===== config.mk =====
export PLATFORM = sky130hd
export DESIGN_NAME = bus_xfer_ctrl
export DESIGN_NICKNAME = d
export VERILOG_FILES = /design/src/rtl/bus_xfer_ctrl.sv
export SDC_FILE = /design/constraint.sdc
export NUM_CORES = 1
export LEC_CHECK = 0
export BUFFER_PORTS_ARGS = -buffer_cell sky130_fd_sc_hd__buf_2
export CORE_UTILIZATION = 52
export CTS_CLUSTER_SIZE = 25
export DETAILED_ROUTE_END_ITERATION = 8
export GPL_TIMING_DRIVEN = 0
export PLACE_DENSITY = 0.78
export SETUP_SLACK_MARGIN = 0.05
export SLEW_MARGIN = 5
export SYNTH_ARGS = -nofsm -noshare
export SYNTH_HDL_FRONTEND = slang
export SYNTH_SLANG_ARGS = --single-unit

===== constraint.sdc =====
create_clock -name clk -period 2.35 [get_ports clk]
set_input_delay 0.47 -clock clk [delete_from_list [all_inputs] [get_ports clk]]
set_output_delay 0.47 -clock clk [all_outputs]
set_load 0.05 [all_outputs]

===== src/rtl/bus_xfer_ctrl.sv =====
// Register-transfer sequencer: strobes source rd_bar (or drives an immediate byte),
// then the destination wr_bar, with every output taken straight from a flop.
module bus_xfer_ctrl #(
    parameter int unsigned NREGS = 8,
    parameter int unsigned AW    = $clog2(NREGS)
) (
    input  logic             clk,
    input  logic             rst,
    input  logic             req,
    input  logic [AW-1:0]    src,
    input  logic [AW-1:0]    dst,
    input  logic             src_imm,
    input  logic [7:0]       imm,
    output logic [NREGS-1:0] rd_bar,
    output logic [NREGS-1:0] wr_bar,
    output logic             bus_oe,
    output logic [7:0]       bus_d,
    output logic             busy,
    output logic             done,
    output logic             err
);

    typedef enum logic [1:0] {StIdle, StDrive, StLatch, StHold} state_e;

    state_e           state_q, state_d;
    logic [AW-1:0]    src_q, src_d;
    logic [AW-1:0]    dst_q, dst_d;
    logic             imm_sel_q, imm_sel_d;
    logic [7:0]       imm_q, imm_d;

    logic [NREGS-1:0] rd_bar_d, wr_bar_d;
    logic             bus_oe_d, busy_d, done_d, err_d;
    logic [7:0]       bus_d_d;
    logic             cmd_legal;

    always_comb begin
        cmd_legal = 1'b1;
        if (32'(dst) >= NREGS) begin
            cmd_legal = 1'b0;
        end
        if (!src_imm && ((32'(src) >= NREGS) || (src == dst))) begin
            cmd_legal = 1'b0;
        end
    end

    // Outputs are decoded from the next state so the registered strobes line up
    // with the state they belong to.
    always_comb begin
        state_d   = state_q;
        src_d     = src_q;
        dst_d     = dst_q;
        imm_sel_d = imm_sel_q;
        imm_d     = imm_q;
        done_d    = 1'b0;
        err_d     = 1'b0;

        unique case (state_q)
            StIdle: begin
                if (req) begin
                    if (cmd_legal) begin
                        state_d   = StDrive;
                        src_d     = src;
                        dst_d     = dst;
                        imm_sel_d = src_imm;
                        imm_d     = imm;
                    end else begin
                        err_d = 1'b1;
                    end
                end
            end
            StDrive: state_d = StLatch;
            StLatch: state_d = StHold;
            StHold: begin
                state_d = StIdle;
                done_d  = 1'b1;
            end
            default: state_d = StIdle;
        endcase

        rd_bar_d = '1;
        wr_bar_d = '1;
        bus_oe_d = 1'b0;
        bus_d_d  = 8'h00;
        busy_d   = (state_d != StIdle);

        if (busy_d) begin
            if (imm_sel_d) begin
                bus_oe_d = 1'b1;
                bus_d_d  = imm_d;
            end else begin
                for (int unsigned i = 0; i < NREGS; i++) begin
                    rd_bar_d[i] = (src_d != AW'(i));
                end
            end
        end
        if (state_d == StLatch) begin
            for (int unsigned i = 0; i < NREGS; i++) begin
                wr_bar_d[i] = (dst_d != AW'(i));
            end
        end
    end

    always_ff @(posedge clk) begin
        if (rst) begin
            state_q   <= StIdle;
            src_q     <= '0;
            dst_q     <= '0;
            imm_sel_q <= 1'b0;
            imm_q     <= 8'h00;
            rd_bar    <= '1;
            wr_bar    <= '1;
            bus_oe    <= 1'b0;
            bus_d     <= 8'h00;
            busy      <= 1'b0;
            done      <= 1'b0;
            err       <= 1'b0;
        end else begin
            state_q   <= state_d;
            src_q     <= src_d;
            dst_q     <= dst_d;
            imm_sel_q <= imm_sel_d;
            imm_q     <= imm_d;
            rd_bar    <= rd_bar_d;
            wr_bar    <= wr_bar_d;
            bus_oe    <= bus_oe_d;
            bus_d     <= bus_d_d;
            busy      <= busy_d;
            done      <= done_d;
            err       <= err_d;
        end
    end

endmodule


* Word level (Yosys, flattened, before mapping)
Cells that the tools add are included. W data, S select, Z words.
Operators by class: magnitude comparators 0, shifts and indexed selects 0, reductions and logical operators 11, mux-type cells 18, bitwise operators 5, equal/unequal tests 19, add/sub/neg operators 0, div/mod/pow operators 0, multiply operators 0
Operators with widths (number):
- $mux W8 | 3
- $ne A3 B3 Y1 const B | 8
- $mux W3 | 6
- $ne A3 B2 Y1 const B | 4
- $reduce_or A3 Y1 | 3
- $pmux W2 S4 | 1
- $eq A2 B2 Y1 const B | 3
- $mux W1 | 6
- $ne A3 B1 Y1 const B | 2
- $reduce_bool A3 Y1 | 2
- $not A1 Y1 | 5
- $mux W2 | 2
- $reduce_or A2 Y1 | 2
- $eq A3 B3 Y1 | 1
- $eq A2 B1 Y1 const B | 1
- $logic_not A2 Y1 | 1
- $reduce_bool A2 Y1 | 1
- $logic_and A1 B1 Y1 | 1
- $logic_not A1 Y1 | 1
Word-level totals: register bits 45, bits in latches 0, word-level logic and storage cells 65, output and inout port bits 28, memory bits (writable) 0, bits of input ports 18, memory bits (read-only) 0, memories kept 0

* Logic depth before layout (Yosys ltp)
depth in word-level cells 8, mapped depth 8, gate-level depth less buffers 6

* Worst setup path after synthesis
OpenSTA, ideal clock, no wires.
path kind input -> register, from in dst[0], to reg wr_bar[5], required time 2212 ps, arrival 1928 ps, path slack 284 ps, stages on the path 6, path buffers 2, setup time 138 ps, cell sequence buf_2 xor2_1 or4_1 buf_2 a311oi_4 nand3_1
Between the ends: cells in the longest elaborated chain, start to end 8, elaborated cells on any way between the ends 12, classes of those cells eq/ne: 3; mux: 6; bitwise: 1; reduce/logical: 2
Ends and longest elaborated chain:
- from (decl) | line 11 | input logic [AW-1:0] dst,
- $eq A3 B3 Y1 | line 41 | if (!src_imm && ((32'(src) >= NREGS) || (src == dst))) begin
- $logic_and A1 B1 Y1 | line 41
- $mux W2 | line 60 | if (cmd_legal) begin
- $mux W2 | line 59 | if (req) begin
- $pmux W2 S4 | line 57 | unique case (state_q)
- $eq A2 B2 Y1 | line 96 | if (state_d == StLatch) begin
- $not A1 Y1 (no source line)
- $reduce_or A2 Y1 (no source line)
- to (signal assigned) | line 124 | wr_bar <= wr_bar_d;
- to (decl) | line 15 | output logic [NREGS-1:0] wr_bar,
Several ways; a longest one is shown, not always the timed one. A chain may end at the register's enable or synchronous reset.

* Final worst setup path
from reg state_q[0], to reg rd_bar[4]
Between the ends: cells in the longest elaborated chain, start to end 6, elaborated cells on any way between the ends 13, classes of those cells eq/ne: 4; mux: 5; bitwise: 1; reduce/logical: 3
Ends and longest elaborated chain:
- from (decl) | line 25 | state_e state_q, state_d;
- from (signal assigned) | line 105 | state_q <= StIdle;
- from (signal assigned) | line 118 | state_q <= state_d;
- $mux W2 | line 60
- $mux W2 | line 59
- $pmux W2 S4 | line 57
- $reduce_bool A2 Y1 | line 84 | busy_d = (state_d != StIdle);
- $not A1 Y1 (no source line)
- $reduce_or A3 Y1 (no source line)
- to (signal assigned) | line 123 | rd_bar <= rd_bar_d;
- to (decl) | line 14 | output logic [NREGS-1:0] rd_bar,
Several ways; a longest one is shown, not always the timed one.

==> impl_metrics.yaml <==
run_status:
  status: "completed"
yosys:
  netlist_area_mm2: 0.00187
  yosysTopAreaCell: "dfxtp_1"
  yosysSeqAreaShare_pct: 48.1
  synth_area_leaders: "dfxtp_1, mux2i_1, nor2_1, nor3_1, o211ai_1"
  avgSynthCellArea_um2: 10.0
  ys_async_sr_fraction_pct: 0
  synth_seq_cells: 45
  ys_warn_count: 0
  synth_fp_nets: 209
  synth_edf_count: 0
  synth_top_cell_area_share_pct: 48.1
  synthFlopType: "dfxtp_1"
  netlist_instances: 187
  ys_types: 41
grt:
  grt_pass1_wl_um: 5900
  grt.total_usage_pct: 21.1
  grt_pass1_vias: 1324
  grt_antenna_before_repair: 0
  globalRouteOverflowTotal: 0
  grt_max_degree: 15
worst_hold_path:
  min_to: "imm_q[7]"
  hold_path_class: "input pin to flop"
  worstHoldStart: "imm[7]"
  hold-path-cell-count: 3
clock_network:
  path_clk_slew_ns: 0.14
  cts_sinks: 45
  post-cts-setup-buffers: 0
  cts_tree: "built"
  ctsHoldBuffers: 0
  clk_latency_ns: 0.36
  cts_root_buffer: "clkbuf_4"
  cts-htree-levels: 2
  clk_path_buf_depth: 2
  cts_resized: 0
  cts_inserted_buffers: 5
sta:
  maxSlewViolCount: 0
  fmax_mhz: 458
  finClkSkew_ns: 0.0117
  tightest_slew_ns: 0.514
  slew_headroom_pct: 65.5
  finalCritPeriodShare_pct: 93.0
  grt_setup_unrepaired: "yes"
  hold_viol: 0
  finalCriticalPeriod_ns: 2.19
  tns_ns: 0
  setup_violations: 0
drt:
  dr.pass1.iters: 4
  wl_per_cell_um: 12.8
  dr_wl_met3_um: 180
  top_layer: "met4"
  vias_per_cell: 5.41
  route.met2.wl_um: 1740
  wl_met1_um: 1640
  dr_total_vias: 1519
  antenna_left: 0
  first_iter_violations: 83
  drc_errors: 0
  wl_um: 3600
final_layout:
  drive_gt1_share_pct: 27.2
  nets: 256
  num_antenna_cells: 0
  fin_area_mm2: 0.00221
  final_cell_mix: "buf_2, dfxtp_1, nor2_1"
  area_delta_synth_final_pct: 18.2
  layout.cells.non_filler: 281
  layout_commonest_cell: "buf_2"
placed_design:
  dp_hpwl_um: 2640
  post_dp_cell_area_mm2: 0.00214
  dp_cells: 275
  io_buffers: 42
  gp_congestion: 0.812
critical_path:
  crit_buf_inv: 2
  startpoint: "state_q[0]"
  cp.required_ns: 2.57
  crit_type: "flop to flop"
  cpPeakStageDelay_ns: 0.45
  rr_endpoint: "rd_bar[4]"
  worst-r2r-cell-count: 7
  worstSetupPathDepth: 7
  crit_path_start_kind: "flop"
  regToRegSetupSlack_ns: 0.16
  crit_chain: "inv_1 > ha_1 > and2_1 > o41ai_1 > buf_2 > mux2i_1 > o211ai_1"
  path_max_fanout: 10
  critPathCaptureType: "flop"
  slowest_stage: "mux2i_1"
  timing.rr.start: "state_q[0]"
  critPathTopFamily: "buffers and inverters"
  arrival_ns: 2.41
power:
  p_clk_share_pct: 26.7
  switching_share_pct: 32.3
  internal-power_w: 0.00120
  peakVddDrop_mv: 0.391
  p_per_area_mw_per_mm2: 797
  power_frac_comb_pct: 26.0
  switchingPower_w: 0.000570
  seq_power_share_pct: 47.3
  p_leak_nw: 0.946
die:
  row_count: 21
  start_util_pct: 55.3
  core_mm2: 0.00339
  dieArea_mm2: 0.00385
  io_pins: 46
  fp.dieH_um: 62.0
  dieWidth_um: 62.0
flow_run:
  drv_cap: 0
==> worst max path at each step <==
stage	to	slack [ns]
5_1_grt	rd_bar[4]	-0.009
3_5_place_dp	rd_bar[4]	0.003
6_report	rd_bar[4]	0.16
4_1_cts	rd_bar[4]	0.1
3_3_place_gp	rd_bar[4]	0.02
2_1_floorplan	wr_bar[5]	0.28
==> tightest hold or removal path, stage by stage <==
cell and delay [ns]:
buf_2 0.08, mux2i_1 0.07, nor2_1 0.08
==> registers in the layout (all words and copies together) (netlist names) <==
name / count
imm_sel_q: 1
bus_d: 8
bus_oe: 1
err: 1
dst_q: 3
state_q: 2
done: 1
src_q: 3
imm_q: 8
busy: 1
wr_bar: 8
rd_bar: 8
==> metrics by stage <==
stage	utilization (%)	setup slack (ns)	total power, W	hold WS, ns
2_1_floorplan	-	0.284	0.00121	0.459
3_3_place_gp	63.2	0.0195	0.00130	0.470
3_5_place_dp	63.2	0.00266	0.00131	0.479
4_1_cts	65.4	0.0952	0.00178	0.348
5_1_grt	65.3	-0.00862	0.00185	0.372
6_report	65.3	0.165	0.00176	0.349
==> per-layer routing <==
layer  GRT usage, %  vias up
li1               -      763
met1           28.3      712
met2           31.5       37
met3           6.42        7
met4           8.57        0
met5              0        -
==> cell usage after synthesis, types with 2 or more instances <==
| library cell | count |
|---|---|
| xor2_1 | 3 |
| nand4_1 | 4 |
| xnor2_1 | 3 |
| clkbuf_1 | 5 |
| nor3b_1 | 3 |
| ha_1 | 4 |
| o211ai_1 | 8 |
| nand3_1 | 9 |
| inv_1 | 3 |
| mux2i_1 | 18 |
| mux2_2 | 4 |
| clkbuf_2 | 2 |
| nand2_1 | 4 |
| a21oi_1 | 4 |
| o311ai_0 | 2 |
| dfxtp_1 | 45 |
| nand2b_1 | 4 |
| nor3_1 | 12 |
| buf_2 | 5 |
| nor2b_1 | 3 |
| nor4b_1 | 2 |
| nor2_1 | 21 |
==> power by group through the flow <==
stage / clock network (W) / registers (W) / logic [W]
finish: 0.000472 / 0.000834 / 0.000459
global route: 0.000507 / 0.000840 / 0.000505
CTS: 0.000483 / 0.000835 / 0.000462
detailed placement: 0 / 0.000852 / 0.000461
global placement: 0 / 0.000849 / 0.000454
floorplan: 0 / 0.000927 / 0.000283
==> logic make-up after synthesis <==
family	after synthesis	share of synthesized area [%]
and+or+nand+nor	70	19.6
DFF	45	48.1
AOI/OAI and AO/OA	24	10.7
muxes	22	12.0
buffers and inverters	16	4.07
xor gates and xnor gates	6	2.81
adders and majority gates	4	2.67
==> final cells by class <==
| cell class | count | area, µm² |
|---|---|---|
| Buffer | 11 | 57.6 |
| Clock buffer | 6 | 41.3 |
| Clock inverter | 2 | 38.8 |
| Fill cell | 288 | 1180 |
| Inverter | 3 | 11.3 |
| Multi-Input combinational cell | 126 | 896 |
| Sequential cell | 45 | 901 |
| Tap cell | 46 | 57.6 |
| Timing Repair Buffer | 42 | 210 |
Power figures use the tool's default switching activity.
